$ cat config.mk
export PLATFORM = sky130hd
export DESIGN_NAME = microwave_ctrl
export DESIGN_NICKNAME = d
export VERILOG_FILES = /design/src/rtl/microwave_pkg.sv /design/src/rtl/digit_entry_reg.sv /design/src/rtl/microwave_ctrl.sv
export SDC_FILE = /design/constraint.sdc
export NUM_CORES = 1
export LEC_CHECK = 0
export ABC_CLOCK_PERIOD_IN_PS = 5500
export BUFFER_PORTS_ARGS = -buffer_cell sky130_fd_sc_hd__buf_4
export CELL_PAD_IN_SITES_DETAIL_PLACEMENT = 1
export CELL_PAD_IN_SITES_GLOBAL_PLACEMENT = 2
export CORE_MARGIN = 4
export CORE_UTILIZATION = 32
export DETAILED_ROUTE_END_ITERATION = 6
export HOLD_SLACK_MARGIN = 0.02
export PLACE_DENSITY = 0.82
export SKIP_CTS_REPAIR_TIMING = 1
export SYNTH_ARGS = -nofsm -noshare
export SYNTH_HDL_FRONTEND = slang
export SYNTH_SLANG_ARGS = --single-unit
$ cat constraint.sdc
create_clock -name clock -period 5.5 [get_ports clock]
set_clock_uncertainty 0.1 [all_clocks]
set_input_delay 1.1 -clock clock [delete_from_list [all_inputs] [get_ports clock]]
set_output_delay 1.1 -clock clock [all_outputs]
set_load 0.02 [all_outputs]
$ cat src/rtl/microwave_pkg.sv
// Shared types and constants for the microwave countdown sequencer.
package microwave_pkg;

  localparam int unsigned DIGIT_W = 4;

  typedef enum logic [2:0] {
    ST_IDLE  = 3'd0,
    ST_ENTRY = 3'd1,
    ST_LOAD  = 3'd2,
    ST_COOK  = 3'd3,
    ST_PAUSE = 3'd4,
    ST_DONE  = 3'd5
  } state_t;

  localparam logic [DIGIT_W-1:0] MAX_DIGIT = 4'd9;

  // Quick-start preset time 0:30.
  localparam logic [DIGIT_W-1:0] QS_MIN  = 4'd0;
  localparam logic [DIGIT_W-1:0] QS_TENS = 4'd3;
  localparam logic [DIGIT_W-1:0] QS_ONES = 4'd0;

  localparam int unsigned MAX_TENS_DEFAULT = 5;

endpackage

$ cat src/rtl/digit_entry_reg.sv
// Three-digit keypad shift register (min, sec-tens, sec-ones) with
// synchronous zero, quick-start preset and a start-legality flag.
module digit_entry_reg
  import microwave_pkg::*;
#(
  parameter int unsigned MAX_TENS = MAX_TENS_DEFAULT
) (
  input  logic               clock,
  input  logic               reset,
  input  logic               i_zero,
  input  logic               i_preset,
  input  logic               i_shift,
  input  logic [DIGIT_W-1:0] i_digit,
  output logic [DIGIT_W-1:0] o_min,
  output logic [DIGIT_W-1:0] o_tens,
  output logic [DIGIT_W-1:0] o_ones,
  output logic               o_start_ok
);

  logic [DIGIT_W-1:0] r_min;
  logic [DIGIT_W-1:0] r_tens;
  logic [DIGIT_W-1:0] r_ones;

  always_ff @(posedge clock) begin
    if (reset || i_zero) begin
      r_min  <= '0;
      r_tens <= '0;
      r_ones <= '0;
    end else if (i_preset) begin
      r_min  <= QS_MIN;
      r_tens <= QS_TENS;
      r_ones <= QS_ONES;
    end else if (i_shift) begin
      r_min  <= r_tens;
      r_tens <= r_ones;
      r_ones <= i_digit;
    end
  end

  assign o_min      = r_min;
  assign o_tens     = r_tens;
  assign o_ones     = r_ones;
  assign o_start_ok = (|{r_min, r_tens, r_ones}) && (r_tens <= DIGIT_W'(MAX_TENS));

endmodule

$ cat src/rtl/microwave_ctrl.sv
// Microwave timer sequencer: keypad capture, timer load/clear/enable,
// magnetron and beeper control. Optional macro: QUICK_START_EN.
module microwave_ctrl
  import microwave_pkg::*;
#(
  parameter int unsigned BEEP_CYCLES = 3,
  parameter int unsigned MAX_TENS    = MAX_TENS_DEFAULT
) (
  input  logic               clock,
  input  logic               reset,
  input  logic               key_valid,
  input  logic [DIGIT_W-1:0] key_digit,
  input  logic               start,
  input  logic               stop,
  input  logic               clear,
  input  logic               door_closed,
  input  logic               timer_zero,
  output logic               timer_loadn,
  output logic               timer_clearn,
  output logic               timer_en,
  output logic [DIGIT_W-1:0] data_min,
  output logic [DIGIT_W-1:0] data_tens,
  output logic [DIGIT_W-1:0] data_ones,
  output logic               magnetron_on,
  output logic               beep,
  output logic [2:0]         state
);

  localparam int unsigned CNT_W = (BEEP_CYCLES > 2) ? $clog2(BEEP_CYCLES) : 1;
  localparam logic [CNT_W-1:0] BEEP_LAST = CNT_W'(BEEP_CYCLES - 1);

  state_t             r_state;
  state_t             w_next;
  logic               r_loadn;
  logic               r_clearn;
  logic               r_en;
  logic               r_mag;
  logic               r_beep;
  logic               r_guard;
  logic [CNT_W-1:0]   r_beep_cnt;

  logic               w_key_ok;
  logic               w_shift;
  logic               w_preset;
  logic               w_zero;
  logic               w_clr_pulse;
  logic               w_start_ok;

  assign w_key_ok = key_valid && (key_digit <= MAX_DIGIT);

  always_comb begin
    w_next      = r_state;
    w_shift     = 1'b0;
    w_preset    = 1'b0;
    w_clr_pulse = 1'b0;
    case (r_state)
      ST_IDLE: begin
        if (clear) begin
          w_next = ST_IDLE;
`ifdef QUICK_START_EN
        end else if (start && door_closed) begin
          w_preset = 1'b1;
          w_next   = ST_LOAD;
`endif
        end else if (w_key_ok) begin
          w_shift = 1'b1;
          w_next  = ST_ENTRY;
        end
      end
      ST_ENTRY: begin
        // An accepted start drops a coincident key; start sees the pre-shift value.
        if (clear) begin
          w_next      = ST_IDLE;
          w_clr_pulse = 1'b1;
        end else if (start && door_closed && w_start_ok) begin
          w_next = ST_LOAD;
        end else if (w_key_ok) begin
          w_shift = 1'b1;
        end
      end
      ST_LOAD: begin
        w_next = door_closed ? ST_COOK : ST_PAUSE;
      end
      ST_COOK: begin
        if (timer_zero && !r_guard) begin
          w_next = ST_DONE;
        end else if (!door_closed) begin
          w_next = ST_PAUSE;
        end else if (clear) begin
          w_next      = ST_IDLE;
          w_clr_pulse = 1'b1;
        end else if (stop) begin
          w_next = ST_PAUSE;
        end
      end
      ST_PAUSE: begin
        if (clear) begin
          w_next      = ST_IDLE;
          w_clr_pulse = 1'b1;
        end else if (start && door_closed) begin
          w_next = ST_COOK;
        end
      end
      ST_DONE: begin
        if (clear) begin
          w_next      = ST_IDLE;
          w_clr_pulse = 1'b1;
        end else if (r_beep_cnt == BEEP_LAST) begin
          w_next = ST_IDLE;
        end
      end
      default: begin
        w_next = ST_IDLE;
      end
    endcase
    w_zero = (w_next == ST_IDLE);
  end

  // Outputs are registered from the state being entered so they switch on the transition edge.
  always_ff @(posedge clock) begin
    if (reset) begin
      r_state    <= ST_IDLE;
      r_loadn    <= 1'b1;
      r_clearn   <= 1'b0;
      r_en       <= 1'b0;
      r_mag      <= 1'b0;
      r_beep     <= 1'b0;
      r_guard    <= 1'b0;
      r_beep_cnt <= '0;
    end else begin
      r_state    <= w_next;
      r_loadn    <= (w_next != ST_LOAD);
      r_clearn   <= !w_clr_pulse;
      r_en       <= (w_next == ST_COOK);
      r_mag      <= (w_next == ST_COOK);
      r_beep     <= (w_next == ST_DONE);
      r_guard    <= (r_state == ST_LOAD);
      r_beep_cnt <= (r_state == ST_DONE) ? r_beep_cnt + CNT_W'(1) : '0;
    end
  end

  digit_entry_reg #(
    .MAX_TENS(MAX_TENS)
  ) u_digits (
    .clock      (clock),
    .reset      (reset),
    .i_zero     (w_zero),
    .i_preset   (w_preset),
    .i_shift    (w_shift),
    .i_digit    (key_digit),
    .o_min      (data_min),
    .o_tens     (data_tens),
    .o_ones     (data_ones),
    .o_start_ok (w_start_ok)
  );

  assign timer_loadn  = r_loadn;
  assign timer_clearn = r_clearn;
  assign timer_en     = r_en;
  assign magnetron_on = r_mag;
  assign beep         = r_beep;
  assign state        = r_state;

endmodule

==> metrics.txt <==
Synth Register Bits 22; share of cells above drive strength 1 0.301; post-synthesis compound-gate area fraction 0.235; DRT iter0 DRCs 23; gr ovfl total 0; critical path arrival 3260 ps; CTS H-Tree Depth 1; R2R setup slack about 2800 ps; syn nets 124; min-delay worst type flip-flop to flip-flop; Setup-failing EPs final 0; Post-Syn Instances 111; Synth Area in Adders 0.0116; CTS buffer count 3; max incr delay on CP ~950 ps; Top FF cell, synth dfxtp_1; total track usage 0.134; critical path's top delay family compound AO/OA/AOI/OAI gates; vias per cell ~5.3; largest net degree at the start of global routing 21; Clock Sinks 22; initial antenna violation count 0; nets@finish 150; syn_area_per_cell roughly 9.7 um2; most common cell after layout, fill and taps aside buf_4; Crit path buffers/inverters 1; CTS Buffer Depth 2; FMAX 319 MHz; Synth async-reset ratio 0; maximum VDD drop 0.123 mV; Final Slew Violations 0; Initial Util 0.345; Crit Path Class input pin to flip-flop; top cells by area, synth dfxtp_1, mux2i_1, a211oi_1; Area Overhead vs Synth 25.5%; startpoint type of the worst setup path input pin; final period utilization 0.570; YS warnings 0; Die ar. ~4400 um2; simple logic cell fraction of the synthesized area 0.206; ant diodes 0; Post-synth EDFFs 0; Cell variety after synth 40; first-pass GRT wire length 4600 um; most frequent cells in the layout buf_4, dfxtp_1, a211oi_1; CTS Root Cell clkbuf_4; CP max-delay cell a21oi_1; port bufs 31; sequential fraction of the synthesis area 0.408; Power Dens Cells between 200 and 250 nW/um2; post-detailed-route count of antenna-violating nets 0; largest family of logic cells by synthesized area compound AO/OA/AOI/OAI gates; routability cong. 0.722; Die H 66.1 um; min cycle time layout 3130 ps; Row Count 20; Comb pwr share 0.086; Sw Ratio 0.213; Worst Setup End Kind flip-flop; Switch Pwr roughly 67 uW; worst slew pin tran roughly 1200 ps; Int Pwr 246 uW; Synth Area in XOR/XNOR 0; vias in the first global route roughly 1000; RSZ-0062 raised after global routing no; Worst-path clk slew 130 ps; dominant cell type by area after synthesis dfxtp_1; number of top-level pins 32; Die X-Extent 66.1 um; CP required between 5000 and 6000 ps; post-synthesis mux area share 0.0742; Mapped Area 1080 um2; final cell count without fillers 180; max-cap violations 0; dpl cells 176; clk_lat worst skew 310 ps; clock share of power 0.397; DR WL/cell around 16 um; relative max-transition margin 0.226; drt first pass iters 4; Routed WL 2840 um; DP Wirelength ~2200 um; status completed; CTS tree built; crit path max fanout 10; Flop pwr share 0.517; post-synth top area share 0.408; critical path, cell by cell buf_4, o21ai_0, nand3_1, a21oi_1, mux2i_1, a211oi_1; Final TNS setup 0 ps; DRC 0; final count of hold timing violations 0; Leak 0.498 nW; via count 960; Core Area 3130 um2
-- layout make-up --
| cell class | instances | area [um2] |
|---|---|---|
| clock inverter | 1 | 30.0 |
| clock buffer | 3 | 22.5 |
| multi-input combinational | 78 | 569 |
| inverter | 1 | 3.75 |
| sequential | 22 | 440 |
| timing repair buffer | 31 | 233 |
| tap | 44 | 55.1 |
| fill | 366 | 1770 |
-- sequential cells by signal, indices dropped and copies added, names as in the netlist --
register         count
u_digits.o_min       4
u_digits.o_ones      4
u_digits.o_tens      4
state                3
r_beep_cnt           2
beep                 1
magnetron_on         1
r_guard              1
timer_clearn         1
timer_loadn          1
-- stage by stage --
stage	util	hold WS, ps	power [mW]	setup WS, ps	instance area [um2]
floorplan	-	293	0.181	2840	1080
global placement	0.416	300	0.192	2130	1300
detailed placement	0.416	305	0.192	2050	1300
CTS	0.433	324	0.318	2380	1350
global route	0.433	353	0.329	2120	1350
finish	0.433	320	0.312	2370	1350
-- synthesized netlist by cell type (all sizes together), types with 2 or more instances --
| cell | number |
|---|---|
| dfxtp | 22 |
| a211oi | 10 |
| buf | 8 |
| mux2i | 8 |
| o21ai | 7 |
| a21oi | 6 |
| nand2 | 5 |
| nor2 | 5 |
| nor2b | 4 |
| nor4 | 4 |
| a221oi | 3 |
| a31oi | 2 |
| clkbuf | 2 |
| nand3 | 2 |
| nor3b | 2 |
| or3b | 2 |
| or4b | 2 |
-- kinds of logic (layout without fill, tap and decap cells) --
family                     count (synthesis)  in the layout
adders and majority gates                  1              1
and+or+nand+nor                           34             34
AOI/OAI and AO/OA                         35             35
DFF                                       22             22
buffers and inverters                     11             36
muxes                                      8              8
-- final timing paths --
kind | cells past startpoint | start | endpoint
worst max-delay path | 6 | key_digit[1] | u_digits.o_ones[2]
worst min-delay path | 1 | r_beep_cnt[0] | r_beep_cnt[0]
worst max register to register | 5 | state[0] | timer_loadn
worst min register to register | 1 | r_beep_cnt[0] | r_beep_cnt[0]
-- power by group through the flow --
stage          registers [mW]  clock network, mW  logic (mW)
3_3_place_gp            0.165                  0      0.0265
3_5_place_dp            0.165                  0      0.0272
4_1_cts                 0.162              0.129      0.0272
5_1_grt                 0.162              0.138      0.0293
6_report                0.162              0.124      0.0268
2_1_floorplan           0.166                  0      0.0156
-- metal layers --
metal	wire length, um	GRT usage
met1	1330	0.171
met2	1370	0.232
met3	129	0.0323
met4	8	0.0228
met5	0	0
(Power assumes the default switching activity.)
